$ cat src/rtl/mem_arb_pkg.sv
// Shared types and width helpers for the two-port memory request arbiter.
package mem_arb_pkg;

  typedef logic port_id_t;

  localparam port_id_t PORT0 = 1'b0;
  localparam port_id_t PORT1 = 1'b1;

  localparam int unsigned MSG_TYPE_NBITS = 3;
  localparam int unsigned MSG_TEST_NBITS = 2;

  // Counter width able to hold 0..depth inclusive.
  function automatic int unsigned count_nbits(input int unsigned depth);
    return $clog2(depth) + 1;
  endfunction

  function automatic int unsigned len_nbits(input int unsigned data_nbits);
    return $clog2(data_nbits / 8);
  endfunction

  function automatic int unsigned req_msg_nbits(input int unsigned o, input int unsigned a,
                                                input int unsigned d);
    return MSG_TYPE_NBITS + o + a + len_nbits(d) + d;
  endfunction

  function automatic int unsigned resp_msg_nbits(input int unsigned o, input int unsigned d);
    return MSG_TYPE_NBITS + o + MSG_TEST_NBITS + len_nbits(d) + d;
  endfunction

endpackage

$ cat src/rtl/mem_arb_tag_fifo.sv
// In-order queue of requester IDs for requests in flight to memory.
module mem_arb_tag_fifo
  import mem_arb_pkg::*;
#(
  parameter int unsigned p_depth = 4
) (
  input  logic     clk,
  input  logic     reset,
  input  logic     push,
  input  port_id_t push_id,
  input  logic     pop,
  output logic     full,
  output logic     empty,
  output port_id_t head
);

  localparam int unsigned PTR_W = $clog2(p_depth);
  localparam int unsigned CNT_W = count_nbits(p_depth);

  port_id_t         slots [p_depth];
  logic [PTR_W-1:0] wr_ptr;
  logic [PTR_W-1:0] rd_ptr;
  logic [CNT_W-1:0] count;
  logic [CNT_W-1:0] count_nxt;
  logic             do_push;
  logic             do_pop;

  always_comb begin
    do_push   = push && !full;
    do_pop    = pop && !empty;
    count_nxt = count;
    case ({do_push, do_pop})
      2'b10:   count_nxt = count + CNT_W'(1);
      2'b01:   count_nxt = count - CNT_W'(1);
      default: count_nxt = count;
    endcase
  end

  // Full/empty are registered from the next count so they leave the block as flops.
  always_ff @(posedge clk) begin
    if (!reset) begin
      wr_ptr <= '0;
      rd_ptr <= '0;
      count  <= '0;
      full   <= 1'b0;
      empty  <= 1'b1;
    end else begin
      if (do_push) wr_ptr <= wr_ptr + PTR_W'(1);
      if (do_pop)  rd_ptr <= rd_ptr + PTR_W'(1);
      count <= count_nxt;
      full  <= (count_nxt == CNT_W'(p_depth));
      empty <= (count_nxt == '0);
    end
  end

  always_ff @(posedge clk) begin
    if (do_push) slots[wr_ptr] <= push_id;
  end

  assign head = slots[rd_ptr];

endmodule

$ cat src/rtl/mem_req_arb_2port.sv
// Round-robin arbiter sharing one memory port between two requesters,
// with in-order response routing through a tag FIFO.
module mem_req_arb_2port
  import mem_arb_pkg::*;
#(
  parameter  int unsigned p_opaque_nbits    = 8,
  parameter  int unsigned p_addr_nbits      = 32,
  parameter  int unsigned p_data_nbits      = 32,
  parameter  int unsigned p_max_outstanding = 4,
  localparam int unsigned c_req_nbits  = req_msg_nbits(p_opaque_nbits, p_addr_nbits, p_data_nbits),
  localparam int unsigned c_resp_nbits = resp_msg_nbits(p_opaque_nbits, p_data_nbits)
) (
  input  logic                    clk,
  input  logic                    reset,

  input  logic                    req0_val,
  output logic                    req0_rdy,
  input  logic [c_req_nbits-1:0]  req0_msg,
  input  logic                    req1_val,
  output logic                    req1_rdy,
  input  logic [c_req_nbits-1:0]  req1_msg,

  output logic                    resp0_val,
  input  logic                    resp0_rdy,
  output logic [c_resp_nbits-1:0] resp0_msg,
  output logic                    resp1_val,
  input  logic                    resp1_rdy,
  output logic [c_resp_nbits-1:0] resp1_msg,

  output logic                    memreq_val,
  input  logic                    memreq_rdy,
  output logic [c_req_nbits-1:0]  memreq_msg,

  input  logic                    memresp_val,
  output logic                    memresp_rdy,
  input  logic [c_resp_nbits-1:0] memresp_msg
);

  localparam int unsigned CNT_W = count_nbits(p_max_outstanding);

  port_id_t         prio;
  port_id_t         grant_id;
  port_id_t         tag_head;
  logic             grant0;
  logic             grant1;
  logic             tag_full;
  logic             tag_empty;
  logic             head_ok;
  logic             req_fire;
  logic             resp_fire;
  logic [CNT_W-1:0] outstanding;

  // Request side: pointed port wins a tie; every handshake output is held low in reset.
  always_comb begin
    grant0     = req0_val && (!req1_val || prio == PORT0);
    grant1     = req1_val && (!req0_val || prio == PORT1);
    grant_id   = grant1 ? PORT1 : PORT0;
    memreq_val = reset && (req0_val || req1_val) && !tag_full;
    memreq_msg = grant1 ? req1_msg : req0_msg;
    req0_rdy   = reset && grant0 && memreq_rdy && !tag_full;
    req1_rdy   = reset && grant1 && memreq_rdy && !tag_full;
    req_fire   = memreq_val && memreq_rdy;
  end

  // Response side: the oldest outstanding tag decides the destination.
  always_comb begin
    head_ok     = reset && !tag_empty;
    resp0_val   = memresp_val && head_ok && (tag_head == PORT0);
    resp1_val   = memresp_val && head_ok && (tag_head == PORT1);
    resp0_msg   = memresp_msg;
    resp1_msg   = memresp_msg;
    memresp_rdy = head_ok && ((tag_head == PORT0) ? resp0_rdy : resp1_rdy);
    resp_fire   = memresp_val && memresp_rdy;
  end

  always_ff @(posedge clk) begin
    if (!reset) begin
      prio <= PORT0;
    end else if (req_fire) begin
      prio <= ~grant_id;
    end
  end

  always_ff @(posedge clk) begin
    if (!reset) begin
      outstanding <= '0;
    end else begin
      case ({req_fire, resp_fire})
        2'b10:   outstanding <= outstanding + CNT_W'(1);
        2'b01:   outstanding <= outstanding - CNT_W'(1);
        default: outstanding <= outstanding;
      endcase
    end
  end

  mem_arb_tag_fifo #(
    .p_depth (p_max_outstanding)
  ) u_tag_fifo (
    .clk     (clk),
    .reset   (reset),
    .push    (req_fire),
    .push_id (grant_id),
    .pop     (resp_fire),
    .full    (tag_full),
    .empty   (tag_empty),
    .head    (tag_head)
  );

  // Protocol and counter sanity while out of reset.
  always_ff @(posedge clk) begin
    if (reset) begin
      assert (!(req_fire && !resp_fire && outstanding == CNT_W'(p_max_outstanding)));
      assert (!(resp_fire && !req_fire && outstanding == '0));
      assert (!(memresp_val && tag_empty));
      assert (!$isunknown(req0_val));
      assert (!$isunknown(req1_val));
      assert (!$isunknown(resp0_rdy));
      assert (!$isunknown(resp1_rdy));
      assert (!$isunknown(memreq_rdy));
      assert (!$isunknown(memresp_val));
    end
  end

endmodule

$ cat config.mk
export PLATFORM = sky130hd
export DESIGN_NAME = mem_req_arb_2port
export DESIGN_NICKNAME = d
export VERILOG_FILES = /design/src/rtl/mem_arb_pkg.sv /design/src/rtl/mem_arb_tag_fifo.sv /design/src/rtl/mem_req_arb_2port.sv
export SDC_FILE = /design/constraint.sdc
export NUM_CORES = 1
export LEC_CHECK = 0
export ABC_AREA = 1
export BUFFER_PORTS_ARGS = -buffer_cell sky130_fd_sc_hd__buf_2
export CAP_MARGIN = 5
export CORE_AREA = 3 3 147 149
export DETAILED_ROUTE_END_ITERATION = 6
export DIE_AREA = 0 0 150 152
export SYNTH_ARGS = -nofsm -noshare
export SYNTH_HDL_FRONTEND = slang
export SYNTH_SLANG_ARGS = --single-unit
$ cat constraint.sdc
create_clock -name clk -period 2.4 [get_ports clk]
set_input_delay 0.24 -clock clk [delete_from_list [all_inputs] [get_ports clk]]
set_output_delay 0.24 -clock clk [all_outputs]
set_load 0.1 [all_outputs]
==> results of run 1 <==
## logic make-up (layout without fill, tap and decap cells)
family / after synthesis / in the layout / synth area share
buffers and inverters: 131 / 273 / 0.351
AND/OR/NAND/NOR: 275 / 275 / 0.435
AO/OA/AOI/OAI: 9 / 9 / 0.0215
adder cells (fa/ha/maj): 6 / 6 / 0.0338
XOR/XNOR: 3 / 3 / 0.0108
flip-flops: 16 / 16 / 0.148
## final timing paths
kind | startpoint | endpoint | slack [ps] | cells after the start
max | u_tag_fifo.slots[1]$_DFFE_PP_ | u_tag_fifo.empty$_SDFF_PN1_ | 280 | 14
min | reset | u_tag_fifo.empty$_SDFF_PN1_ | 290 | 2
max reg2reg | u_tag_fifo.slots[1]$_DFFE_PP_ | u_tag_fifo.empty$_SDFF_PN1_ | 280 | 14
min reg2reg | prio$_SDFFE_PN0N_ | prio$_SDFFE_PN0N_ | 480 | 2
## metrics by stage
step           std cells   util  area (um^2)  hold slack [ps]
2_1_floorplan        440      -         2450              332
3_3_place_gp         848  0.218         4420              471
3_5_place_dp         848  0.218         4420              475
4_1_cts              852  0.222         4500              283
5_1_grt              852  0.223         4520              315
6_report             852  0.223         4520              288
## power by group through the flow
| stage | sequential (mW) | clock (mW) | combinational [mW] |
|---|---|---|---|
| after floorplan | 0.302 | 0 | 1.89 |
| after global placement | 0.303 | 0 | 1.92 |
| after detailed placement | 0.304 | 0 | 1.93 |
| after CTS | 0.298 | 0.337 | 1.93 |
| after global routing | 0.299 | 0.351 | 1.99 |
| final | 0.298 | 0.328 | 1.91 |
## routing by layer
layer / wire (um) / GRT usage
met2: 4510 / 0.122
met1: 3470 / 0.0876
met4: 183 / 0.0200
met3: 1200 / 0.0363
met5: 0 / 0
## layout make-up
class	instances	area, um^2	area share
timing repair buffer	249	2410	0.534
clock buffer	4	78.8	0.0174
multi-input combinational	293	1250	0.277
sequential	16	360	0.0798
inverter	20	75.1	0.0166
tap	270	338	0.0748
## cell usage after synthesis, drive strengths merged
master,instances,area share
nor2,16,0.025
ha,5,0.026
dfxtp,12,0.098
xor2,2,0.0072
o21ai,3,0.0061
nand3b,1,0.0031
and3,1,0.0026
a211oi,1,0.0051
edfxtp,4,0.049
inv,20,0.031
nor3,2,0.0087
clkbuf,11,0.017
nand3,6,0.012
a21oi,5,0.010
buf,100,0.30
nand2,249,0.38
xnor2,1,0.0036
fa,1,0.0082
==> qor.csv, run 1 <==
stage,metric,value,unit
sta,TNS Setup,0,ps
logic_synthesis,Unique masters post-synth,24,
power_and_ir_drop,worst ir drop on vdd,0.232,mV
clock_tree,post-CTS setup buffers,0,
sta,Worst-Margin Slew,500,ps
sta,RSZ-0062 raised after global routing,no,
critical_path,critical-path cell list,"nand2_1, nand3_2, nand3b_1, nand3_2, inv_1, ha_2, inv_2, fa_1, nand2_1, nand2_1, nor2_1, xnor2_1, nor2_1, a21oi_1",
sta,Setup WS post-layout,282,ps
power_and_ir_drop,Lkg Pwr,2.49,nW
critical_path,WS Path Type,reg2reg,
logic_synthesis,mean area per synthesized cell,5.55,um^2
global_routing,initial antenna violation count,0,
clock_tree,CTS Root Cell,clkbuf_16,
clock_tree,CTS Buf Count,3,
cells_and_area,layout net count,798,
global_routing,largest net degree at the start of global routing,51,
sta,Final Hold Violating Endpoints,0,
placement,Buffers on Ports,244,
critical_path,crit path DAT,2300,ps
clock_tree,CTS tree,yes,
placement,Post-DP HPWL,8220,um
routing,via density per instance,3.35,
floorplan,Die Wd,150,um
cells_and_area,"commonest non-fill, non-tap cells in the layout","nand2_1, buf_2, buf_12",
critical_path,crit-path most repeated cell,nand2_1,
cells_and_area,"most common cell after layout, fill and taps aside",nand2_1,
routing,Post-DRT Antenna Nets,0,
floorplan,Starting Density,0.120,
cells_and_area,Ant. Diodes,0,
clock_tree,"CTS clk-pin slew, worst paths",50,ps
logic_synthesis,Post-Syn Nets,655,
global_routing,grt ovf,0,
sta,period utilization,0.883,
critical_path,critical path buffer and inverter count,2,
clock_tree,CTS Hold Bufs,0,
power_and_ir_drop,Gate power share,0.754,
routing,vias,2857,
critical_path,Top delay family on crit path,simple AND/OR/NAND/NOR gates,
logic_synthesis,synthesized flop and latch total,16,
floorplan,core area,0.0203,mm^2
routing,WL final,9360,um
cells_and_area,Fillers,2279,
floorplan,Cell Rows,52,
routing,DRT Pass-1 Iters,5,
clock_tree,"Gates resized, CTS repair",0,
power_and_ir_drop,Final Total Pwr,2.54,mW
power_and_ir_drop,Switch Pwr,1.38,mW
power_and_ir_drop,Int Power,1.15,mW
power_and_ir_drop,clock power share,0.129,
logic_synthesis,synth warn,0,
critical_path,CP Capture Type,flop,
floorplan,number of I/O pins,386,
sta,final setup fails,0,
worst_hold_path,min-delay worst type,in2reg,
outcome,status,"finished, final reports clean",
power_and_ir_drop,Sw Ratio,0.545,
critical_path,Critical Path Fanout Max,4,
global_routing,first-pass GRT wire length,13900,um
clock_tree,CTS H-Tree Depth,1,
floorplan,Die Height,152,um
placement,Final Wtd Congestion,0.792,
power_and_ir_drop,Seq pwr share,0.117,
routing,Initial DRC Count,99,
global_routing,vias in the first global route,2735,
sta,Rel. slew slack,0.667,
critical_path,critical path required time,2580,ps
sta,maximum clock frequency,472,MHz
logic_synthesis,sequential fraction of the synthesis area,0.148,
clock_tree,clock latency on the worst-skew pair,250,ps
routing,Residual DRC,0,
sta,post-route minimum period,2120,ps
logic_synthesis,Mapped Cells,440,
logic_synthesis,area of the mapped netlist,0.00244,mm^2
power_and_ir_drop,power per cell area,562,mW/mm^2
critical_path,max incr delay on CP,380,ps
placement,Setup WS pre-CTS,217,ps
clock_tree,clk sink count,16,
sta,Max Slew Vio Count,0,
critical_path,CP Launch Type,flop,
sta,worst clock skew,1.65,ps
critical_path,Slowest cell on crit path,fa_1,
routing,WL per Instance,11.0,um
cells_and_area,layout cell share with drive strength beyond 1,0.457,
flow_run,Max-Cap Viols,0,
cells_and_area,Area Overhead vs Synth,85.0,%
clock_tree,Clock Path Buffers,2,
global_routing,Total GRT Usage,0.0749,
floorplan,die area,0.0228,mm^2
Note: power is estimated with default switching activity, not from simulation.
==> run 2: changes to the inputs <==
--- a/config.mk
+++ b/config.mk
@@ -11,6 +11,8 @@
 export CORE_AREA = 3 3 147 149
 export DETAILED_ROUTE_END_ITERATION = 6
 export DIE_AREA = 0 0 150 152
+export GPL_TIMING_DRIVEN = 0
+export RECOVER_POWER = 50
 export SYNTH_ARGS = -nofsm -noshare
 export SYNTH_HDL_FRONTEND = slang
 export SYNTH_SLANG_ARGS = --single-unit
==> run 2 against run 1 <==
Against the previous run:
- maximum frequency fell by 4.7%
- register-to-register slack got worse by 30 ps
- sequential power is essentially flat
- utilization is 0.16 points higher
- critical path depth decreased by 6
- highest routed layer unchanged
==> qor.csv, run 2 (synthesized netlist as in run 1, its figures left out) <==
stage,metric,value,unit
cells_and_area,layout net count,998,
clock_tree,CTS tree,yes,
critical_path,reg2reg setup slack,250,ps
critical_path,CP Capture Type,output port,
sta,final setup fails,0,
floorplan,die area,0.0228,mm^2
global_routing,largest net degree at the start of global routing,14,
critical_path,Critical Path Fanout Max,10,
global_routing,Total GRT Usage,0.0995,
worst_hold_path,min-delay worst type,in2reg,
critical_path,worst r2r path cells,15,
placement,Post-DP HPWL,11100,um
floorplan,Die Wd,150,um
routing,via density per instance,3.46,
sta,Setup WS post-layout,178,ps
cells_and_area,Ant. Diodes,0,
placement,Buffers on Ports,338,
placement,Final Wtd Congestion,0.814,
clock_tree,CTS Hold Bufs,0,
critical_path,r2r endpoint,u_tag_fifo.empty$_SDFF_PN1_,
sta,Worst-Margin Slew,1200,ps
critical_path,WS Path Type,reg2out,
power_and_ir_drop,worst ir drop on vdd,0.277,mV
sta,RSZ-0062 raised after global routing,no,
floorplan,number of I/O pins,386,
floorplan,Die Height,152,um
clock_tree,Clock Path Buffers,2,
clock_tree,CTS Root Cell,clkbuf_16,
cells_and_area,fin util,0.224,
floorplan,Cell Rows,52,
clock_tree,clock latency on the worst-skew pair,250,ps
critical_path,crit path DAT,1980,ps
routing,vias,3636,
clock_tree,"CTS clk-pin slew, worst paths",50,ps
global_routing,grt ovf,0,
sta,TNS Setup,0,ps
clock_tree,clk sink count,16,
sta,Rel. slew slack,0.207,
clock_tree,CTS Buf Count,3,
sta,Max Slew Vio Count,0,
clock_tree,CTS H-Tree Depth,1,
routing,WL per Instance,11.9,um
critical_path,Setup crit start,prio$_SDFFE_PN0N_,
sta,Final Hold Violating Endpoints,0,
routing,Initial DRC Count,139,
cells_and_area,Area Overhead vs Synth,86.3,%
sta,maximum clock frequency,450,MHz
cells_and_area,Final Non-Filler Cells,1052,
sta,worst clock skew,3.79,ps
flow_run,Max-Cap Viols,0,
power_and_ir_drop,Lkg Pwr,2.73,nW
routing,DRT Pass-1 Iters,4,
floorplan,Starting Density,0.120,
sta,period utilization,0.926,
power_and_ir_drop,power per cell area,644,mW/mm^2
cells_and_area,"most common cell after layout, fill and taps aside",nand2_1,
global_routing,vias in the first global route,3426,
placement,Cells after DPL,1048,
outcome,status,"finished, final reports clean",
critical_path,critical path required time,2160,ps
clock_tree,post-CTS setup buffers,0,
routing,WL final,12500,um
placement,Setup WS pre-CTS,-409,ps
cells_and_area,layout cell share with drive strength beyond 1,0.471,
critical_path,CP Launch Type,flop,
cells_and_area,"commonest non-fill, non-tap cells in the layout","nand2_1, buf_2, buf_4",
routing,Post-DRT Antenna Nets,0,
sta,post-route minimum period,2220,ps
routing,Residual DRC,0,
global_routing,first-pass GRT wire length,18300,um
critical_path,end of the critical path,memreq_msg[62],
global_routing,initial antenna violation count,0,
floorplan,core area,0.0203,mm^2
run 2: cell types whose count changed in the layout (fill, tap and decap cells not counted), sizes merged:
cell	before	now
buf	249	335
clkbuf	4	118
run 2: worst min path at each step:
stage / from / cells past startpoint / end / slack, ps
6_report: reset / 2 / u_tag_fifo.empty$_SDFF_PN1_ / 290
5_1_grt: reset / 2 / u_tag_fifo.empty$_SDFF_PN1_ / 310
4_1_cts: reset / 2 / u_tag_fifo.empty$_SDFF_PN1_ / 290
3_5_place_dp: u_tag_fifo.rd_ptr[1]$_SDFFE_PN0N_ / 2 / u_tag_fifo.rd_ptr[1]$_SDFFE_PN0N_ / 490
3_3_place_gp: prio$_SDFFE_PN0N_ / 2 / prio$_SDFFE_PN0N_ / 470
2_1_floorplan: reset / 1 / u_tag_fifo.empty$_SDFF_PN1_ / 330
run 2: per-layer routing:
| layer | share of wire | GRT usage |
|---|---|---|
| met1 | 0.40 | 0.122 |
| met2 | 0.52 | 0.185 |
| met3 | 0.066 | 0.0125 |
| met4 | 0.016 | 0.0196 |
| met5 | 0 | 0 |
run 2: repair_timing:
| action | 4_1_cts | 5_1_grt |
|---|---|---|
| endpoints found under the hold margin | 0 | 0 |
| setup endpoints to repair | 78 | 40 |
| resized for setup | 36 | 23 |
run 2: worst max-delay path, cell delays in order, from the launching register on:
cell      delay, ps
dfxtp_1         290
inv_1            80
nand2_1          70
nand2_2         250
clkbuf_4        310
buf_2           240
nand2_1          90
nand2_1          80
buf_4           290
run 2: layout make-up:
class / instances / area, um^2
plain buffers: 111 / 805
clock buffers: 4 / 78.8
flip-flops and latches: 16 / 360
multi-input cells: 293 / 1230
fillers: 2380 / 15700
inverters: 20 / 80.1
repair buffers: 338 / 1660
well taps: 270 / 338
run 2: stage by stage:
stage	total power, mW	hold slack [ps]	area (um^2)
after floorplan	2.20	332	2450
after global placement	2.60	472	4480
after detailed placement	2.61	493	4480
after CTS	2.97	294	4640
after global routing	3.04	312	4550
final	2.93	289	4550
run 2: report_power, final:
group	leakage [nW]	switching [mW]	internal, mW	total [mW]
Clock	0.0382	0.102	0.225	0.327
Combinational	2.56	1.89	0.420	2.31
Sequential	0.135	0.00646	0.291	0.298
